File: config.mk
export PLATFORM = sky130hd
export DESIGN_NAME = dp_sequencer
export DESIGN_NICKNAME = d
export VERILOG_FILES = /design/src/rtl/dp_sequencer.sv
export SDC_FILE = /design/constraint.sdc
export NUM_CORES = 1
export LEC_CHECK = 0
export CAP_MARGIN = 20
export CORE_UTILIZATION = 25
export CTS_CLUSTER_SIZE = 16
export DETAILED_ROUTE_END_ITERATION = 10
export REMOVE_ABC_BUFFERS = 1
export SLEW_MARGIN = 25
export SYNTH_ARGS = -nofsm -noshare
export SYNTH_HDL_FRONTEND = slang
export SYNTH_SLANG_ARGS = --single-unit
File: constraint.sdc
create_clock -name clk -period 3.2 [get_ports clk]
set_input_delay 0.32 -clock clk [delete_from_list [all_inputs] [get_ports clk]]
set_output_delay 0.32 -clock clk [all_outputs]
set_load 0.1 [all_outputs]
File: src/rtl/dp_sequencer.sv
// Instruction sequencer: FIFO-buffered 16-bit instructions issued to the datapath
// as a FETCH / READ / WRITE (/ FIN on batch end) sequence.
module dp_sequencer #(
  parameter int DEPTH = 4,
  parameter int CW    = $clog2(DEPTH) + 1
) (
  input  logic          clk,
  input  logic          rst,
  input  logic [15:0]   instr_in,
  input  logic          instr_valid,
  output logic          instr_ready,
  output logic [CW-1:0] count,
  output logic          busy,
  output logic [2:0]    src1,
  output logic [2:0]    src2,
  output logic [2:0]    dest,
  output logic [3:0]    opcode,
  output logic          WR,
  output logic          DONE
);

  localparam int AW = (DEPTH > 1) ? $clog2(DEPTH) : 1;

  typedef enum logic [2:0] {
    IDLE  = 3'd0,
    FETCH = 3'd1,
    READ  = 3'd2,
    WRITE = 3'd3,
    FIN   = 3'd4
  } state_t;

  state_t        state_reg, state_next;
  logic [15:0]   mem [DEPTH];
  logic [AW-1:0] wr_ptr_reg, rd_ptr_reg;
  logic [CW-1:0] count_reg, count_next;
  logic [15:0]   ir_reg;
  logic          push, pop;
  logic          reserved_unused;

  // Full is judged on the registered count only, so a pop never frees a slot
  // in the same cycle and there is no path from instr_valid to instr_ready.
  assign instr_ready = (count_reg != CW'(DEPTH));
  assign push        = instr_valid && instr_ready;
  assign pop         = (state_reg == FETCH);

  always_comb begin
    count_next = count_reg + CW'(push) - CW'(pop);
  end

  // Storage has no reset so it maps onto distributed/block RAM.
  always_ff @(posedge clk) begin
    if (push) begin
      mem[wr_ptr_reg] <= instr_in;
    end
  end

  always_ff @(posedge clk or negedge rst) begin
    if (!rst) begin
      wr_ptr_reg <= '0;
      rd_ptr_reg <= '0;
      count_reg  <= '0;
      ir_reg     <= '0;
      state_reg  <= IDLE;
    end else begin
      state_reg <= state_next;
      count_reg <= count_next;
      if (push) begin
        wr_ptr_reg <= wr_ptr_reg + AW'(1);
      end
      if (pop) begin
        ir_reg     <= mem[rd_ptr_reg];
        rd_ptr_reg <= rd_ptr_reg + AW'(1);
      end
    end
  end

  always_comb begin
    state_next = state_reg;
    case (state_reg)
      IDLE:  if (count_reg != '0) state_next = FETCH;
      FETCH: state_next = READ;
      READ:  state_next = WRITE;
      // Leaving WRITE looks at the post-edge count so a word arriving now
      // keeps the pipeline streaming at one instruction per three cycles.
      WRITE: begin
        if (ir_reg[0])               state_next = FIN;
        else if (count_next != '0)   state_next = FETCH;
        else                         state_next = IDLE;
      end
      FIN:   state_next = (count_reg != '0) ? FETCH : IDLE;
      default: state_next = IDLE;
    endcase
  end

  assign busy   = (state_reg != IDLE);
  assign WR     = (state_reg == WRITE);
  assign DONE   = (state_reg == FIN);
  assign count  = count_reg;
  assign opcode = ir_reg[15:12];
  assign dest   = ir_reg[11:9];
  assign src1   = ir_reg[8:6];
  assign src2   = ir_reg[5:3];

  assign reserved_unused = ^ir_reg[2:1];

endmodule

## Yosys cells after proc, flatten, opt, wreduce, memory -nomap -nowiden

Memories as Yosys holds them, arrays and structs flattened. A register that Yosys moved wholly into a read port is not among the register bits.
Cells that the tools add are included.

| operators by class | value |
|---|---|
| add/sub/neg operators | 4 |
| eq/ne operators | 6 |
| mux-type cells | 7 |
| reductions and logical operators | 6 |

Operators by type and width:

| cell | count |
|---|---|
| 3-bit one-hot mux with 5 select lines | 1 |
| 3-bit nonzero test | 3 |
| 3-bit by 2-bit equality test with 1-bit output (second input constant) | 2 |
| 3-bit 2-to-1 mux | 2 |
| 2-bit by 1-bit adder with 2-bit output (second input constant) | 2 |
| 1-bit 2-to-1 mux | 4 |
| 3-bit by 1-bit adder with 3-bit output | 1 |
| 3-bit by 1-bit equality test with 1-bit output (second input constant) | 1 |
| 3-bit equality test (second input constant) | 1 |
| 3-bit zero test | 1 |
| 3-bit inequality test (second input constant) | 1 |
| 3-bit by 1-bit subtractor with 3-bit output | 1 |
| 2-bit inequality test (second input constant) | 1 |
| 1-bit logical AND | 1 |
| 1-bit zero test | 1 |

| word-level totals | value |
|---|---|
| input port bits | 19 |
| bits in writable memories | 64 |
| output and inout port bits | 20 |
| register bits after elaboration | 10 |
| memories | 1 |

Memories:

| name | words | bits a word | rd ports | clocked after memory_dff | write ports | RTL line | text |
|---|---|---|---|---|---|---|---|
| mem | 4 | 16 | 1 | 1 | 1 | 33 | `logic [15:0] mem [DEPTH];` |

## Logic depth before layout (Yosys ltp)

Gate-level depths: netlist of run 1.

| logic depth | value |
|---|---|
| depth in word-level cells | 8 |
| gate-level depth with buffers | 10 |

## Least setup slack after synthesis of run 1

OpenSTA, ideal clock, no wires.

| timing path | value |
|---|---|
| kind | register -> register |
| start | register count_reg[1] (netlist: count[1]) |
| end | register state_reg[0] |
| data required time | 3080 ps |
| cell stages (with the launch flop) | 11 |
| arrival time | 3594 ps |
| setup slack | -515 ps |
| setup time | 120 ps |
| period minus slack after synthesis | 3715 ps |
| cells stage by stage | dfrtp_1 or3b_1 and2_4 inv_1 ha_1 inv_1 ha_1 fa_1 xor2_1 xnor2_1 o211a_1 |

| between the ends | value |
|---|---|
| longest elaborated chain between the ends | 8 |
| elaborated cells between the ends (all ways) | 11 |

RTL lines:

| element | RTL line | text |
|---|---|---|
| from (decl) | 35 | `logic [CW-1:0] count_reg, count_next;` |
| from (signal assigned) | 66 | `count_reg <= count_next;` |
| 3-bit inequality test | 42 | `assign instr_ready = (count_reg != CW'(DEPTH));` |
| via instr_ready | 11 | `output logic instr_ready,` |
| 1-bit logical AND | 43 | `assign push = instr_valid && instr_ready;` |
| 3-bit by 1-bit adder with 3-bit output | 47 | `count_next = count_reg + CW'(push) - CW'(pop);` |
| 3-bit by 1-bit subtractor with 3-bit output | 47 |  |
| via count_next[2] | 35 |  |
| 3-bit nonzero test | 87 | `else if (count_next != '0) state_next = FETCH;` |
| 1-bit 2-to-1 mux | 87 |  |
| 3-bit 2-to-1 mux | 86 | `if (ir_reg[0]) state_next = FIN;` |
| 3-bit one-hot mux with 5 select lines | 79 | `case (state_reg)` |
| to (signal assigned) | 65 | `state_reg <= state_next;` |
| to (decl) | 32 | `state_t state_reg, state_next;` |

The timed path passes the listed nets, and every way through them passes these cells.
A chain may end at the register's enable or synchronous reset.

## Final worst setup path of run 1

| timing path | value |
|---|---|
| start | register count_reg[1] (netlist: count[1]) |
| end | output port instr_ready |

| between the ends | value |
|---|---|
| longest elaborated chain between the ends | 1 |

RTL lines:

| element | RTL line |
|---|---|
| 3-bit inequality test | 42 |
| to (decl) | 11 |

Every way passes these cells.

==> results of run 1 <==
logic make-up after synthesis:
logic type	share of synthesized area
xor gates and xnor gates	0.0160
AOI/OAI and AO/OA	0.00535
DFF	0.697
and+or+nand+nor	0.0378
buffers and inverters	0.0512
adders and majority gates	0.0290
muxes	0.164
cell type report:
type	count	area share
timing repair buffer	39	0.0937
clock buffer	12	0.0636
tap	172	0.0534
inverter	6	0.00558
multi-input combinational	63	0.205
clock inverter	4	0.0130
sequential	80	0.566
synthesized netlist by cell type, drive strengths merged:
| cell | number |
|---|---|
| or3 | 2 |
| mux4 | 14 |
| mux2 | 15 |
| edfxtp | 56 |
| and2 | 3 |
| ha | 6 |
| and3 | 5 |
| xnor2 | 4 |
| o211a | 1 |
| nor2 | 3 |
| a21o | 1 |
| nor2b | 1 |
| inv | 6 |
| fa | 1 |
| nand2 | 3 |
| buf | 17 |
| xor2 | 2 |
| nor3b | 1 |
| or3b | 1 |
| dfrtp | 24 |
worst max-delay path: stages, from the launching register on:
cell and delay, ns:
sky130_fd_sc_hd__dfrtp_1 0.43, sky130_fd_sc_hd__or3b_1 0.48, sky130_fd_sc_hd__clkdlybuf4s50_1 1.00
path summary, 6_finish.rpt:
check | to | slack (ns) | cells after the start
worst min-delay path | ir_reg[10] | 0.36 | 2
max in group asynchronous | wr_ptr_reg[0] | 2.58 | 2
min in group clk | ir_reg[13] | 0.51 | 1
worst min register to register | ir_reg[13] | 0.51 | 1
worst max-delay path | instr_ready | 0.64 | 2
worst max register to register | state_reg[0] | 0.64 | 10
metrics by stage:
step	util	hold slack, ns	cell area, sq um	instances	setup TNS (ns)
detailed placement	0.293	0.493	3720	360	0
global route	0.317	0.395	4030	376	0
floorplan	-	0.0244	3130	149	-0.849
CTS	0.317	0.371	4030	376	0
finish	0.317	0.363	4030	376	0
global placement	0.293	0.494	3720	360	0
per-layer routing:
| metal | part of all wire | global-route usage | up-vias |
|---|---|---|---|
| met5 | 0 | 0 | - |
| met4 | 0.020 | 0.0590 | 0 |
| met3 | 0.059 | 0.0332 | 7 |
| met2 | 0.50 | 0.143 | 26 |
| met1 | 0.42 | 0.112 | 778 |
| li1 | - | - | 689 |
==> reports/results.ini, run 1 <==
[routing]
initialDrtViolationCount = 43
route.detailed.drc = 0
route.detailed.wl_per_inst_microns = 15.1
wirelength_mm = 5.68
ant_nets = 0
vias_per_cell = 3.99
dr.pass1.iters = 4
num_vias = 1500

[setup_path]
critical_path.startpoint = count[1]
reg_to_reg_startpoint = count[1]
setup.worst_path.end_class = primary output
worst_ep_required_time_ns = 2.88
crit_fanout = 6
cp-start-kind = flip-flop
critical_path_class = flip-flop to primary output
crit_arrival_ns = 2.24

[placement]
dp_slack_ns = 0.594
port_buffers = 36
dpl.hpwl_mm = 3.62
finalWeightedCongestion = 0.675

[timing]
fmaxAchievable_mhz = 390
final_skew_ns = 0.00734
timing.slew.headroom = 0.323
slew_viol_final = 0
final.period_utilization = 0.801
rsz0062_at_grt = false
hold_viol = 0
timing.final.setup_violations = 0
fin_crit_ns = 2.56
timing_worst_slew_pin_value_ns = 1.01
fin_ws_ns = 0.638

[layout]
n_antenna_cell = 0
largest_reg_flops = 56
number_of_inserted_filler_cells_in_the_final_layout = 1260
final_common_cell = sky130_fd_sc_hd__edfxtp_1
area_growth_pct = 23.1
multi_input_comb_area_sq_um = 826
drive_above_1_share = 0.225
layout.nets = 225
final_cell_mix = 56 x sky130_fd_sc_hd__edfxtp_1, 34 x sky130_fd_sc_hd__clkdlybuf4s50_1, 24 x sky130_fd_sc_hd__dfrtp_1
flip_flop_and_latch_area_sq_um = 2280

[clock_network]
buffers_inserted_during_post_cts_setup_optimization = 0
clockRootBuffer = sky130_fd_sc_hd__clkbuf_16
hold_buffers = 0
bufs_on_longest_clock_path = 2
clk_transition_reported_paths_ns = 0.06
clock_tree.htree_level_count = 3
tritoncts = done
cts_num_sinks = 80
clk_latency_ns = 0.33
cts_buffers = 9
cts_resized = 0

[yosys]
synth_cells = 166
synth.yosys.seq_area_share = 0.697
post_synth_num_cell_types = 27
yosysTopAreaCell = sky130_fd_sc_hd__edfxtp_1
ys_ff_latch = 80
post-synth-top-area-fraction = 0.513
synth.cell_area_sq_um = 3280
synthesis.yosys.warnings = 0
synth_area_per_cell_sq_um = 19.7
synthTopCellsByArea = sky130_fd_sc_hd__edfxtp_1 51%, sky130_fd_sc_hd__dfrtp_1 18%, sky130_fd_sc_hd__mux4_2 5.5%

[grt]
grt_antenna_before_repair = 0
grt_overflow_total = 0
grt_first_pass_wirelength_mm = 8.79
grt_start_max_net_pins = 25
global_route.usage.total = 0.0934
first_global_vias = 1555

[hold_path]
hold_class = input pin to asynchronous set/reset pin

[run_status]
run_status = finished clean

[floorplan]
initial_core_util = 0.257
pin_count = 39
core-area_sq_um = 12700
die_h_microns = 116
design.die.area_sq_um = 13600
std_cell_rows = 41
fp.dieW_microns = 116

[run]
drv.max_cap_violation_count = 0

Power of run 1 is left out: the tool's default activity adds up to more than one toggle a clock period on the data nets, which glitch-free logic cannot reach.
==> inputs of run 2 (changes only) <==
==> constraint.sdc (replaced) <==
create_clock -name clk -period 2.1 [get_ports clk]
set_input_delay 0.21 -clock clk [delete_from_list [all_inputs] [get_ports clk]]
set_output_delay 0.21 -clock clk [all_outputs]
set_load 0.1 [all_outputs]
==> reports/results.ini, run 2 (synthesis results as in run 1) <==
[setup_path]
reg_to_reg_startpoint = count[1]
critical_path_class = flip-flop to flip-flop
timing.reg2reg.worst_path_depth = 10  ; unchanged
cp-start-kind = flip-flop
setup.worst_path.end_class = flip-flop
r2r-end = state_reg[0]
worst_ep_required_time_ns = 2.32  ; -0.56 ns
crit_fanout = 2  ; -4
crit_arrival_ns = 2.49  ; +0.25 ns
r2r_setup_slack_ns = -0.17  ; -0.80 ns

[layout]
final_cell_mix = 56 x sky130_fd_sc_hd__edfxtp_1, 32 x sky130_fd_sc_hd__buf_4, 24 x sky130_fd_sc_hd__dfrtp_1
area_growth_pct = 26.5
stdcell_count = 387  ; +2.9%
final_common_cell = sky130_fd_sc_hd__edfxtp_1
largest_reg_flops = 56  ; unchanged
layout.nets = 236  ; +4.9%
drive_above_1_share = 0.391  ; +0.165
final_core_utilization = 0.326  ; +0.00875
n_antenna_cell = 0  ; unchanged

[timing]
rsz0062_at_grt = true
fmaxAchievable_mhz = 441
slew_viol_final = 0  ; unchanged
timing.final.setup_violations = 1  ; +1
final.period_utilization = 1.08
fin_crit_ns = 2.27
timing.slew.headroom = 0.462  ; +0.139
hold_viol = 0  ; unchanged
fin_ws_ns = -0.167  ; -0.805 ns
final_skew_ns = 0.00521  ; -0.00214 ns
timing_worst_slew_pin_value_ns = 0.808  ; -0.205 ns

[run]
drv.max_cap_violation_count = 0  ; unchanged

[clock_network]
clockRootBuffer = sky130_fd_sc_hd__clkbuf_16
cts_num_sinks = 80  ; unchanged
bufs_on_longest_clock_path = 2  ; unchanged
clock_tree.htree_level_count = 3  ; unchanged
cts_buffers = 9  ; unchanged
buffers_inserted_during_post_cts_setup_optimization = 0  ; unchanged
clk_transition_reported_paths_ns = 0.06  ; about the same
tritoncts = done
hold_buffers = 0  ; unchanged
clk_latency_ns = 0.33  ; about the same

[floorplan]
initial_core_util = 0.257  ; unchanged
std_cell_rows = 41  ; unchanged
pin_count = 39  ; unchanged
design.die.area_sq_um = 13600  ; unchanged
die_h_microns = 116  ; unchanged
core-area_sq_um = 12700  ; unchanged
fp.dieW_microns = 116  ; unchanged

[routing]
route.detailed.wl_per_inst_microns = 14.3  ; -5.4%
vias_per_cell = 3.96  ; -0.83%
dr.pass1.iters = 3  ; -1
num_vias = 1531  ; +2.1%
ant_nets = 0  ; unchanged
initialDrtViolationCount = 55  ; +28%
wirelength_mm = 5.53  ; -2.7%
route.detailed.drc = 0  ; unchanged

[run_status]
failing_checks = setup timing
run_status = complete, but fails checks

[grt]
first_global_vias = 1609  ; +3.5%
grt_first_pass_wirelength_mm = 8.69  ; -1.2%
global_route.usage.total = 0.0916  ; -0.00178
grt_overflow_total = 0  ; unchanged
grt_antenna_before_repair = 0  ; unchanged
grt_start_max_net_pins = 25  ; unchanged

[placement]
dpl.hpwl_mm = 3.68  ; +1.5%
post_place_cells = 371  ; +3.1%
port_buffers = 36  ; unchanged
finalWeightedCongestion = 0.697  ; +3.2%

[hold_path]
hold_class = input pin to asynchronous set/reset pin

-- run 2: cell type report --
class | count | area, sq um
Multi-Input combinational cell | 63 | 866
Tap cell | 172 | 215
Clock inverter | 5 | 62.6
Inverter | 6 | 25.0
Fill cell | 1265 | 8580
Sequential cell | 80 | 2280
Clock buffer | 11 | 253
Timing Repair Buffer | 50 | 440
-- run 2: per-stage QoR --
| step | TNS (ns) | setup WS [ns] | cell area [sq um] | hold slack (ns) |
|---|---|---|---|---|
| 6_report | -0.167 | -0.167 | 4140 | 0.247 |
| 5_1_grt | -0.250 | -0.208 | 4140 | 0.274 |
| 4_1_cts | -0.185 | -0.185 | 4130 | 0.253 |
| 3_5_place_dp | -0.324 | -0.268 | 3790 | 0.500 |
| 3_3_place_gp | -0.299 | -0.254 | 3790 | 0.495 |
| 2_1_floorplan | -42.90 | -1.62 | 3130 | -0.0856 |
-- run 2: worst max-delay path: stages (launching register included) --
cell	delay, ns
sky130_fd_sc_hd__dfrtp_1	0.37
sky130_fd_sc_hd__or3b_4	0.40
sky130_fd_sc_hd__and2_4	0.15
sky130_fd_sc_hd__inv_2	0.06
sky130_fd_sc_hd__ha_4	0.13
sky130_fd_sc_hd__inv_4	0.03
sky130_fd_sc_hd__ha_4	0.14
sky130_fd_sc_hd__fa_2	0.34
sky130_fd_sc_hd__xor2_2	0.16
sky130_fd_sc_hd__xnor2_1	0.15
sky130_fd_sc_hd__o211a_1	0.23
-- run 2: worst max-delay path by stage --
| stage | start | end | cells after the start |
|---|---|---|---|
| finish | count[1] | state_reg[0] | 10 |
| global route | count[1] | state_reg[0] | 10 |
| CTS | count[0] | state_reg[0] | 10 |
| detailed placement | instr_valid | state_reg[0] | 10 |
| global placement | instr_valid | state_reg[0] | 10 |
| floorplan | count[1] | state_reg[0] | 10 |
-- run 2: what timing repair did --
item                       CTS  global route
hold endpoints to repair     0             0
setup endpoints to repair    2             2
pin swaps                    8             7
resized for setup            8             2
-- run 2: metal layers --
layer | vias up | GRT usage | routed length [microns] | share of wire
met4 | 0 | 0.0538 | 134 | 0.024
met3 | 8 | 0.0337 | 289 | 0.052
met2 | 25 | 0.149 | 2790 | 0.50
met1 | 788 | 0.103 | 2310 | 0.42
met5 | - | 0 | 0 | 0
li1 | 710 | - | - | -
Power of run 2 is left out for the same reason.
==> inputs of run 3 (changes only) <==
==> constraint.sdc (replaced) <==
create_clock -name clk -period 2.07 [get_ports clk]
set_input_delay 0.207 -clock clk [delete_from_list [all_inputs] [get_ports clk]]
set_output_delay 0.207 -clock clk [all_outputs]
set_load 0.1 [all_outputs]
==> reports/results.ini, run 3 (synthesis results as in run 1) <==
[timing]
final.setup.tns_ns = -0.202  ; -0.0349 ns
rsz0062_at_grt = true
fin_ws_ns = -0.202  ; -0.0349 ns
timing_worst_slew_pin_value_ns = 0.808  ; +0.000230 ns
timing.slew.headroom = 0.461  ; about the same
timing.final.setup_violations = 1  ; unchanged
hold_viol = 0  ; unchanged
slew_viol_final = 0  ; unchanged
fmaxAchievable_mhz = 440  ; -0.22%
final.period_utilization = 1.10  ; +0.0180
fin_crit_ns = 2.27  ; +0.00495 ns
final_skew_ns = 0.00773  ; +0.00252 ns

[routing]
vias_per_cell = 3.92  ; -0.91%
route.detailed.wl_per_inst_microns = 14.7  ; +3.2%
wirelength_mm = 5.72  ; +3.5%
num_vias = 1521  ; -0.65%
route.detailed.drc = 0  ; unchanged
dr.pass1.iters = 4  ; +1
initialDrtViolationCount = 63  ; +15%
ant_nets = 0  ; unchanged

[floorplan]
initial_core_util = 0.257  ; unchanged
fp.dieW_microns = 116  ; unchanged
pin_count = 39  ; unchanged
std_cell_rows = 41  ; unchanged
design.die.area_sq_um = 13600  ; unchanged
core-area_sq_um = 12700  ; unchanged
die_h_microns = 116  ; unchanged

[layout]
number_of_inserted_filler_cells_in_the_final_layout = 1261  ; -0.32%
largest_reg_flops = 56  ; unchanged
drive_above_1_share = 0.380  ; -0.0111
final_cell_mix = 56 x sky130_fd_sc_hd__edfxtp_1, 33 x sky130_fd_sc_hd__buf_4, 24 x sky130_fd_sc_hd__dfrtp_1
layout.nets = 237  ; +0.42%
area_growth_pct = 26.5  ; about the same
final_common_cell = sky130_fd_sc_hd__edfxtp_1
n_antenna_cell = 0  ; unchanged

[grt]
first_global_vias = 1631  ; +1.4%
grt_start_max_net_pins = 25  ; unchanged
global_route.usage.total = 0.0942  ; +0.00257
grt_first_pass_wirelength_mm = 8.98  ; +3.4%
grt_overflow_total = 0  ; unchanged
grt_antenna_before_repair = 0  ; unchanged

[placement]
finalWeightedCongestion = 0.707  ; +1.5%
dp_slack_ns = -0.312  ; -0.0444 ns
port_buffers = 36  ; unchanged
dpl.hpwl_mm = 3.71  ; +0.79%

[clock_network]
clockRootBuffer = sky130_fd_sc_hd__clkbuf_16
tritoncts = done
clk_latency_ns = 0.33  ; about the same
cts_buffers = 9  ; unchanged
bufs_on_longest_clock_path = 2  ; unchanged
clk_transition_reported_paths_ns = 0.06  ; about the same
clock_tree.htree_level_count = 3  ; unchanged
cts_num_sinks = 80  ; unchanged
hold_buffers = 0  ; unchanged

[setup_path]
worst_ep_required_time_ns = 2.29  ; -0.03 ns
setup.worst_path.end_class = flip-flop
critical_path_class = flip-flop to flip-flop
crit_fanout = 2  ; unchanged
crit_arrival_ns = 2.49  ; about the same
cp-start-kind = flip-flop

[run_status]
run_status = complete, but fails checks
failing_checks = setup timing

[run]
drv.max_cap_violation_count = 0  ; unchanged

[hold_path]
hold_class = input pin to asynchronous set/reset pin

[run 3: cell types whose count changed in the layout (fill, tap and decap cells not counted), sizes merged]
cell / previous run / this run
clkinv: 0 / 2
inv: 8 / 6
clkinvlp: 2 / 1
buf: 34 / 35
bufinv: 1 / 2
[run 3: critical path, cell delays in order, from the launching register on]
cell                      delay (ns)
sky130_fd_sc_hd__dfrtp_1        0.38
sky130_fd_sc_hd__or3b_4         0.41
sky130_fd_sc_hd__and2_4         0.16
sky130_fd_sc_hd__inv_4          0.05
sky130_fd_sc_hd__ha_4           0.20
sky130_fd_sc_hd__inv_4          0.05
sky130_fd_sc_hd__ha_4           0.11
sky130_fd_sc_hd__fa_2           0.43
sky130_fd_sc_hd__nor2_2         0.11
sky130_fd_sc_hd__nand2_1        0.06
sky130_fd_sc_hd__o211a_1        0.20
[run 3: path summary, 6_finish.rpt]
| path | start | end | slack, ns | cells after the start |
|---|---|---|---|---|
| max in group asynchronous | rst | rd_ptr_reg[0] | 1.57 | 2 |
| hold / removal | rst | ir_reg[10] | 0.25 | 2 |
| setup reg to reg | count[1] | state_reg[0] | -0.20 | 10 |
| min in group clk | ir_reg[14] | ir_reg[14] | 0.51 | 1 |
| setup / recovery | count[1] | state_reg[0] | -0.20 | 10 |
| hold reg to reg | ir_reg[14] | ir_reg[14] | 0.51 | 1 |
[run 3: layout make-up]
class | instances | area (sq um) | share of cell area
inverters | 6 | 27.5 | 0.00664
repair buffers | 51 | 448 | 0.108
well taps | 172 | 215 | 0.0519
multi-input cells | 63 | 858 | 0.207
clock inverters | 5 | 81.3 | 0.0196
flip-flops and latches | 80 | 2280 | 0.551
clock buffers | 11 | 233 | 0.0561
[run 3: timing repair]
item / in CTS / in global routing
setup buffers: 1 / 0
endpoints found under the setup margin: 2 / 2
resized for setup: 7 / 3
gates cloned: 0 / 0
pin swaps: 9 / 6
[run 3: through the flow]
| stage | std cells | cell area (sq um) | util | hold WS (ns) |
|---|---|---|---|---|
| after global placement | 371 | 3790 | 0.298 | 0.496 |
| after CTS | 388 | 4140 | 0.325 | 0.258 |
| after global routing | 388 | 4150 | 0.326 | 0.271 |
| final | 388 | 4150 | 0.326 | 0.246 |
| after floorplan | 149 | 3130 | - | -0.0886 |
| after detailed placement | 371 | 3790 | 0.298 | 0.502 |
[run 3: routing by layer]
layer,vias up,GRT usage,wire length [microns]
li1,711,-,-
met1,769,0.111,2470
met2,31,0.149,2840
met3,10,0.0353,278
met4,0,0.0504,125
met5,-,0,0
Power of run 3 is left out for the same reason.
